--- src/rtl/vga_timing_gen_if.sv ---
// vga_timing_gen_if: raster timing bundle from the timing generator to sprite stages and the monitor.
// Signals:
//   DrawX, DrawY  current pixel column / line
//   blank         1 = visible pixel, 0 = blanking
//   hs, vs        active-low syncs aligned with DrawX/DrawY
//   vga_hs/vga_vs syncs delayed one cycle, aligned with registered colour
//   line_start    pulse while DrawX==0
//   frame_start   pulse while DrawX==0 and DrawY==0
//   frame_count   completed-frame counter
interface vga_timing_gen_if;
    logic [9:0] DrawX;
    logic [9:0] DrawY;
    logic       blank;
    logic       hs;
    logic       vs;
    logic       vga_hs;
    logic       vga_vs;
    logic       line_start;
    logic       frame_start;
    logic [7:0] frame_count;
    modport master (
        output DrawX, DrawY, blank, hs, vs, vga_hs, vga_vs, line_start, frame_start, frame_count
    );
    modport slave (
        input DrawX, DrawY, blank, hs, vs, vga_hs, vga_vs, line_start, frame_start, frame_count
    );
endinterface

--- src/rtl/vga_timing_gen.sv ---
// vga_timing_gen: 640x480@60 Hz VGA raster counter with registered decodes and monitor-aligned syncs.
// Ports:
//   vga_clk  in   pixel clock, all logic on posedge
//   reset    in   asynchronous, active-high
//   vif      out  vga_timing_gen_if.master timing bundle (coordinates, blank, syncs, pulses, frame count)
module vga_timing_gen #(
    parameter int unsigned H_VISIBLE = 640,
    parameter int unsigned H_FRONT   = 16,
    parameter int unsigned H_SYNC    = 96,
    parameter int unsigned H_BACK    = 48,
    parameter int unsigned V_VISIBLE = 480,
    parameter int unsigned V_FRONT   = 10,
    parameter int unsigned V_SYNC    = 2,
    parameter int unsigned V_BACK    = 33
) (
    input  logic               vga_clk,
    input  logic               reset,
    vga_timing_gen_if.master   vif
);
    localparam int unsigned H_TOTAL = H_VISIBLE + H_FRONT + H_SYNC + H_BACK;
    localparam int unsigned V_TOTAL = V_VISIBLE + V_FRONT + V_SYNC + V_BACK;
    localparam logic [9:0] H_LAST = 10'(H_TOTAL - 1);
    localparam logic [9:0] V_LAST = 10'(V_TOTAL - 1);
    localparam logic [9:0] H_VIS  = 10'(H_VISIBLE);
    localparam logic [9:0] V_VIS  = 10'(V_VISIBLE);
    localparam logic [9:0] HS_BEG = 10'(H_VISIBLE + H_FRONT);
    localparam logic [9:0] HS_END = 10'(H_VISIBLE + H_FRONT + H_SYNC);
    localparam logic [9:0] VS_BEG = 10'(V_VISIBLE + V_FRONT);
    localparam logic [9:0] VS_END = 10'(V_VISIBLE + V_FRONT + V_SYNC);
    logic [9:0] hc_q, hc_d, vc_q, vc_d;
    logic       blank_q, blank_d;
    logic       hs_q, hs_d, vs_q, vs_d;
    logic       vga_hs_q, vga_hs_d, vga_vs_q, vga_vs_d;
    logic       line_start_q, line_start_d;
    logic       frame_start_q, frame_start_d;
    logic [7:0] frame_count_q, frame_count_d;
    logic       h_wrap, f_wrap;
    // Decodes use the next-state counters so the registered flags line up with DrawX/DrawY.
    always_comb begin
        h_wrap        = hc_q == H_LAST;
        f_wrap        = h_wrap && vc_q == V_LAST;
        hc_d          = h_wrap ? 10'd0 : hc_q + 10'd1;
        vc_d          = f_wrap ? 10'd0 : h_wrap ? vc_q + 10'd1 : vc_q;
        blank_d       = hc_d < H_VIS && vc_d < V_VIS;
        hs_d          = !(hc_d >= HS_BEG && hc_d < HS_END);
        vs_d          = !(vc_d >= VS_BEG && vc_d < VS_END);
        vga_hs_d      = hs_q;
        vga_vs_d      = vs_q;
        line_start_d  = hc_d == 10'd0;
        frame_start_d = hc_d == 10'd0 && vc_d == 10'd0;
        frame_count_d = frame_count_q + {7'd0, f_wrap};
    end
    // Reset parks the raster at (0,0), so the pulses read 1 while reset is held.
    always_ff @(posedge vga_clk or posedge reset) begin
        if (reset) begin
            hc_q          <= 10'd0;
            vc_q          <= 10'd0;
            blank_q       <= 1'b1;
            hs_q          <= 1'b1;
            vs_q          <= 1'b1;
            vga_hs_q      <= 1'b1;
            vga_vs_q      <= 1'b1;
            line_start_q  <= 1'b1;
            frame_start_q <= 1'b1;
            frame_count_q <= 8'd0;
        end else begin
            hc_q          <= hc_d;
            vc_q          <= vc_d;
            blank_q       <= blank_d;
            hs_q          <= hs_d;
            vs_q          <= vs_d;
            vga_hs_q      <= vga_hs_d;
            vga_vs_q      <= vga_vs_d;
            line_start_q  <= line_start_d;
            frame_start_q <= frame_start_d;
            frame_count_q <= frame_count_d;
        end
    end
    assign vif.DrawX       = hc_q;
    assign vif.DrawY       = vc_q;
    assign vif.blank       = blank_q;
    assign vif.hs          = hs_q;
    assign vif.vs          = vs_q;
    assign vif.vga_hs      = vga_hs_q;
    assign vif.vga_vs      = vga_vs_q;
    assign vif.line_start  = line_start_q;
    assign vif.frame_start = frame_start_q;
    assign vif.frame_count = frame_count_q;
endmodule

--- src/flat_wrapper.sv ---
// flat-port wrapper written by rule: the top's interface ports become plain ports
module vga_timing_gen_flat 
#(
    parameter int unsigned H_VISIBLE = 640,
    parameter int unsigned H_FRONT   = 16,
    parameter int unsigned H_SYNC    = 96,
    parameter int unsigned H_BACK    = 48,
    parameter int unsigned V_VISIBLE = 480,
    parameter int unsigned V_FRONT   = 10,
    parameter int unsigned V_SYNC    = 2,
    parameter int unsigned V_BACK    = 33
)
  (vga_clk, reset, vif_DrawX, vif_DrawY, vif_blank, vif_hs, vif_vs, vif_vga_hs, vif_vga_vs, vif_line_start, vif_frame_start, vif_frame_count);
  vga_timing_gen_if vif_i ();
  input  logic vga_clk;
  input  logic reset;
  output wire logic [$bits(vif_i.DrawX)-1:0] vif_DrawX;
  output wire logic [$bits(vif_i.DrawY)-1:0] vif_DrawY;
  output wire logic [$bits(vif_i.blank)-1:0] vif_blank;
  output wire logic [$bits(vif_i.hs)-1:0] vif_hs;
  output wire logic [$bits(vif_i.vs)-1:0] vif_vs;
  output wire logic [$bits(vif_i.vga_hs)-1:0] vif_vga_hs;
  output wire logic [$bits(vif_i.vga_vs)-1:0] vif_vga_vs;
  output wire logic [$bits(vif_i.line_start)-1:0] vif_line_start;
  output wire logic [$bits(vif_i.frame_start)-1:0] vif_frame_start;
  output wire logic [$bits(vif_i.frame_count)-1:0] vif_frame_count;
  assign vif_DrawX = vif_i.DrawX;
  assign vif_DrawY = vif_i.DrawY;
  assign vif_blank = vif_i.blank;
  assign vif_hs = vif_i.hs;
  assign vif_vs = vif_i.vs;
  assign vif_vga_hs = vif_i.vga_hs;
  assign vif_vga_vs = vif_i.vga_vs;
  assign vif_line_start = vif_i.line_start;
  assign vif_frame_start = vif_i.frame_start;
  assign vif_frame_count = vif_i.frame_count;
  vga_timing_gen #(.H_VISIBLE(H_VISIBLE), .H_FRONT(H_FRONT), .H_SYNC(H_SYNC), .H_BACK(H_BACK), .V_VISIBLE(V_VISIBLE), .V_FRONT(V_FRONT), .V_SYNC(V_SYNC), .V_BACK(V_BACK)) u_core (.vga_clk(vga_clk), .reset(reset), .vif(vif_i));
endmodule
--- config.mk ---
export PLATFORM = sky130hd
export DESIGN_NAME = vga_timing_gen_flat
export DESIGN_NICKNAME = d
export VERILOG_FILES = /design/src/rtl/vga_timing_gen_if.sv /design/src/rtl/vga_timing_gen.sv /design/src/flat_wrapper.sv
export SDC_FILE = /design/constraint.sdc
export NUM_CORES = 1
export LEC_CHECK = 0
export CAP_MARGIN = 10
export CORE_MARGIN = 8
export CORE_UTILIZATION = 40
export DETAILED_ROUTE_END_ITERATION = 8
export GPL_ROUTABILITY_DRIVEN = 0
export GPL_TIMING_DRIVEN = 0
export PLACE_DENSITY = 0.74
export RECOVER_POWER = 25
export SLEW_MARGIN = 40
export SYNTH_ARGS = -nofsm -noshare
export SYNTH_HDL_FRONTEND = slang
export SYNTH_SLANG_ARGS = --single-unit
--- constraint.sdc ---
create_clock -name vga_clk -period 3 [get_ports vga_clk]
set_input_delay 0.45 -clock vga_clk [delete_from_list [all_inputs] [get_ports vga_clk]]
set_output_delay 0.45 -clock vga_clk [all_outputs]
set_load 0.1 [all_outputs]
==> metrics.md <==
| Metric | Value |
|---|---|
| Starting Density | 41.20% |
| WP data required | 3.17 ns |
| Final worst slack | 0.2704 ns |
| Global-route wire length before repair | 6527 um |
| H-tree lvl count | 2 |
| N_diodes | 0 |
| Clock Path Buffers | 2 |
| Least-Margin Pin Slew | 1.494 ns |
| Unique masters post-synth | 43 |
| Post-cts repair resize count | 0 |
| Synth Area in XOR/XNOR | 10.40% |
| Post-route DRC violation count | 0 |
| Die H | 82.51 um |
| Clock transition at path regs | 0.08 ns |
| Via count | 1,368 |
| Most common cell after layout, fill and taps aside | buf_2 |
| Setup repair after global routing missed its margin | no |
| Hold slack | 0.3647 ns |
| Die width | 82.51 um |
| Minimum clock period | 2.730 ns |
| Top cell by count, worst path | ha_1 |
| Die area | 6807 um2 |
| CTS buffer count | 5 |
| Area of the multi-input gates | 854.6 um2 |
| I/O pin count | 37 |
| Max FO, Critical Path | 6 |
| Register area share after synthesis | 50.00% |
| CP max stage cell | or3_1 |
| Iteration count of the initial detailed-routing pass | 4 |
| Final Skew | 0.004146 ns |
| Worst slew margin | -0.1381% |
| CTS tree | built |
| Max-slew violations | 1 |
| Total of max-cap violations | 1 |
| Post-CTS setup buffers | 0 |
| Drt via density | 5.302 |
| Clock Tree Root | clkbuf_8 |
| Failing checks | max-capacitance violations, max-slew violations |
| Pin count of the biggest net entering global routing | 36 |
| Fmax achieved | 0.3664 GHz |
| Max VDD drop | 0.0002767 V |
| PD cells | 423.4 nW/um2 |
| Main combinational cell family by area after synthesis | simple AND/OR/NAND/NOR gates |
| Fillers | 421 |
| Row cnt | 24 |
| CP max stage delay | 0.52 ns |
| Dpl ws | 0.2820 ns |
| Hold crit path type | register to register |
| DR WL/cell | 15.21 um |
| GRT Total Usage | 12.35% |
| Power, Total | 0.0009063 W |
| Cell Chain, Critical Path | ha_1 > nand4_4 > or3_1 > nor2_1 > ha_1 > ha_1 > and3_1 > nand3_1 > xnor2_1 |
| YS warnings | 0 |
| Outcome | complete, but fails checks |
| Antenna Nets Post-Route | 0 |
| Setup TNS | 0 ns |
| Syn Nets | 169 |
| P&R area growth vs syn | 21.00% |
| Seq cells post-synth | 35 |
| Crit. End Element | register |
| Multiplexer share of the synthesized area | 0% |
| Syn Std Cell Area | 1769 um2 |
| Port bufs | 36 |
| DRT Wirelength | 3923 um |
| Share of layout cells above drive strength 1 | 32.52% |
| Syn Area/Cell | 10.92 um2 |
| Post-synth top area cell | dfrtp_1 |
| CP arrival | 2.90 ns |
| Worst Setup Start Kind | register |
| Area fraction of the dominant cell type after synthesis | 39.60% |
| Hold Fails Final Rpt | 0 |
| Synth Area in Compound Gates | 6.860% |
| Initial DRC count | 71 |
| Cell leakage power | 0.9927 nW |
| FF+latch area | 892.1 um2 |
| Post-CTS Hold Fix Bufs | 0 |
| Vias in the first global route | 1,338 |
| Adder-Cell Fraction of Synth Area | 3.536% |
| Final Cycle Share | 90.99% |
| Final setup fails | 0 |
| Synth top area cells | dfrtp_1 40%, dfstp_2 10%, xnor2_1 6.9% |
| Core footprint | 4294 um2 |
| Area fraction in and, or, nand and nor cells after synthesis | 27.51% |
| Most frequent cells in the layout | 35 x buf_2, 22 x dfrtp_1, 17 x nand2_1 |
| Total grt overflow | 0 |
| Final core utilization | 49.85% |
| Worst-Skew Late Latency | 0.28 ns |
| Final nets | 212 |
| Initial antenna violation count | 0 |
| HPWL after detailed placement | 2949 um |
| Critical path type | register to register |
| Synth Instances | 162 |
| Clock Sinks | 35 |
==> worst max-delay path: cells and delay by family (launching register included) <==
family        cells  cell delay, ns
flops             1            0.41
simple gates      5            1.33
fa+ha+maj         3            0.74
xor+xnor          1            0.13
==> cell usage after synthesis, drive strengths merged <==
master,n
or3b,2
a31oi,1
and4bb,1
a211o,1
nand3,9
and3,5
nand4b,1
nor2,9
nand2,17
nor2b,1
xnor2,14
a22oi,1
o31ai,1
ha,5
or3,2
dfstp,7
buf,1
nand2b,3
a211oi,1
xor2,7
and4,2
nor4b,1
o2bb2ai,1
a21oi,2
nand4bb,1
or2,1
or4,2
o21ai,10
nand3b,1
nor3,5
dfrtp,28
nand4,8
nor4,4
inv,6
a221oi,1
==> power breakdown <==
group | total (W) | leakage [nW] | switching, W | internal (W)
Sequential | 0.000472 | 0.441 | 0 | 0.000472
Clock | 0.000425 | 0.0581 | 0.000177 | 0.000247
Combinational | 0.00000982 | 0.493 | 0.00000882 | 0.00000101
Total | 0.000906 | 0.993 | 0.000186 | 0.000720
==> stage by stage <==
| step | instances | area (um2) |
|---|---|---|
| detailed placement | 250 | 2027 |
| CTS | 258 | 2140 |
| global route | 258 | 2141 |
| floorplan | 162 | 1777 |
| finish | 258 | 2141 |
| global placement | 250 | 2202 |
==> cells by family after synthesis <==
group,count (synthesis)
fa+ha+maj,5
buf+inv,7
xor+xnor,21
compound gates,19
flops,35
simple gates,75
==> per-layer routing <==
metal	vias to the layer above	global-route usage, %	wire [um]
met2	31	19.03	1756
met4	0	3.448	19
li1	671	-	-
met1	664	15.85	1799
met5	-	0	0
met3	2	4.654	347
==> worst paths after layout <==
| check | startpoint | end | slack [ns] | depth (start not counted) |
|---|---|---|---|---|
| max | u_core.vif.DrawX[0] | u_core.vif.frame_count[6] | 0.27 | 9 |
| min | u_core.vif.hs | u_core.vif.vga_hs | 0.36 | 0 |
| max reg2reg | u_core.vif.DrawX[0] | u_core.vif.frame_count[6] | 0.27 | 9 |
| min reg2reg | u_core.vif.hs | u_core.vif.vga_hs | 0.36 | 0 |
| max in group asynchronous | reset | u_core.vif.DrawX[4] | 1.26 | 2 |
| min in group asynchronous | reset | u_core.vif.frame_count[3] | 0.96 | 2 |
==> flip-flops by register name, indices dropped and copies added, names as in the netlist <==
signal / count
u_core.vif.vga_hs: 1
u_core.vif.DrawX: 10
u_core.vif.line_start: 1
u_core.vif.frame_count: 8
u_core.vif.blank: 1
u_core.vif.DrawY: 10
u_core.vif.vga_vs: 1
u_core.vif.hs: 1
u_core.vif.frame_start: 1
u_core.vif.vs: 1
==> area by class of cell <==
class	count	share of cell area, %
Sequential cell	35	41.67
Multi-Input combinational cell	120	39.92
Timing Repair Buffer	36	8.650
Clock buffer	5	3.214
Tap cell	52	3.039
Clock inverter	3	2.046
Inverter	6	1.110
Buffer	1	0.3507
Note: power is estimated with default switching activity, not from simulation.
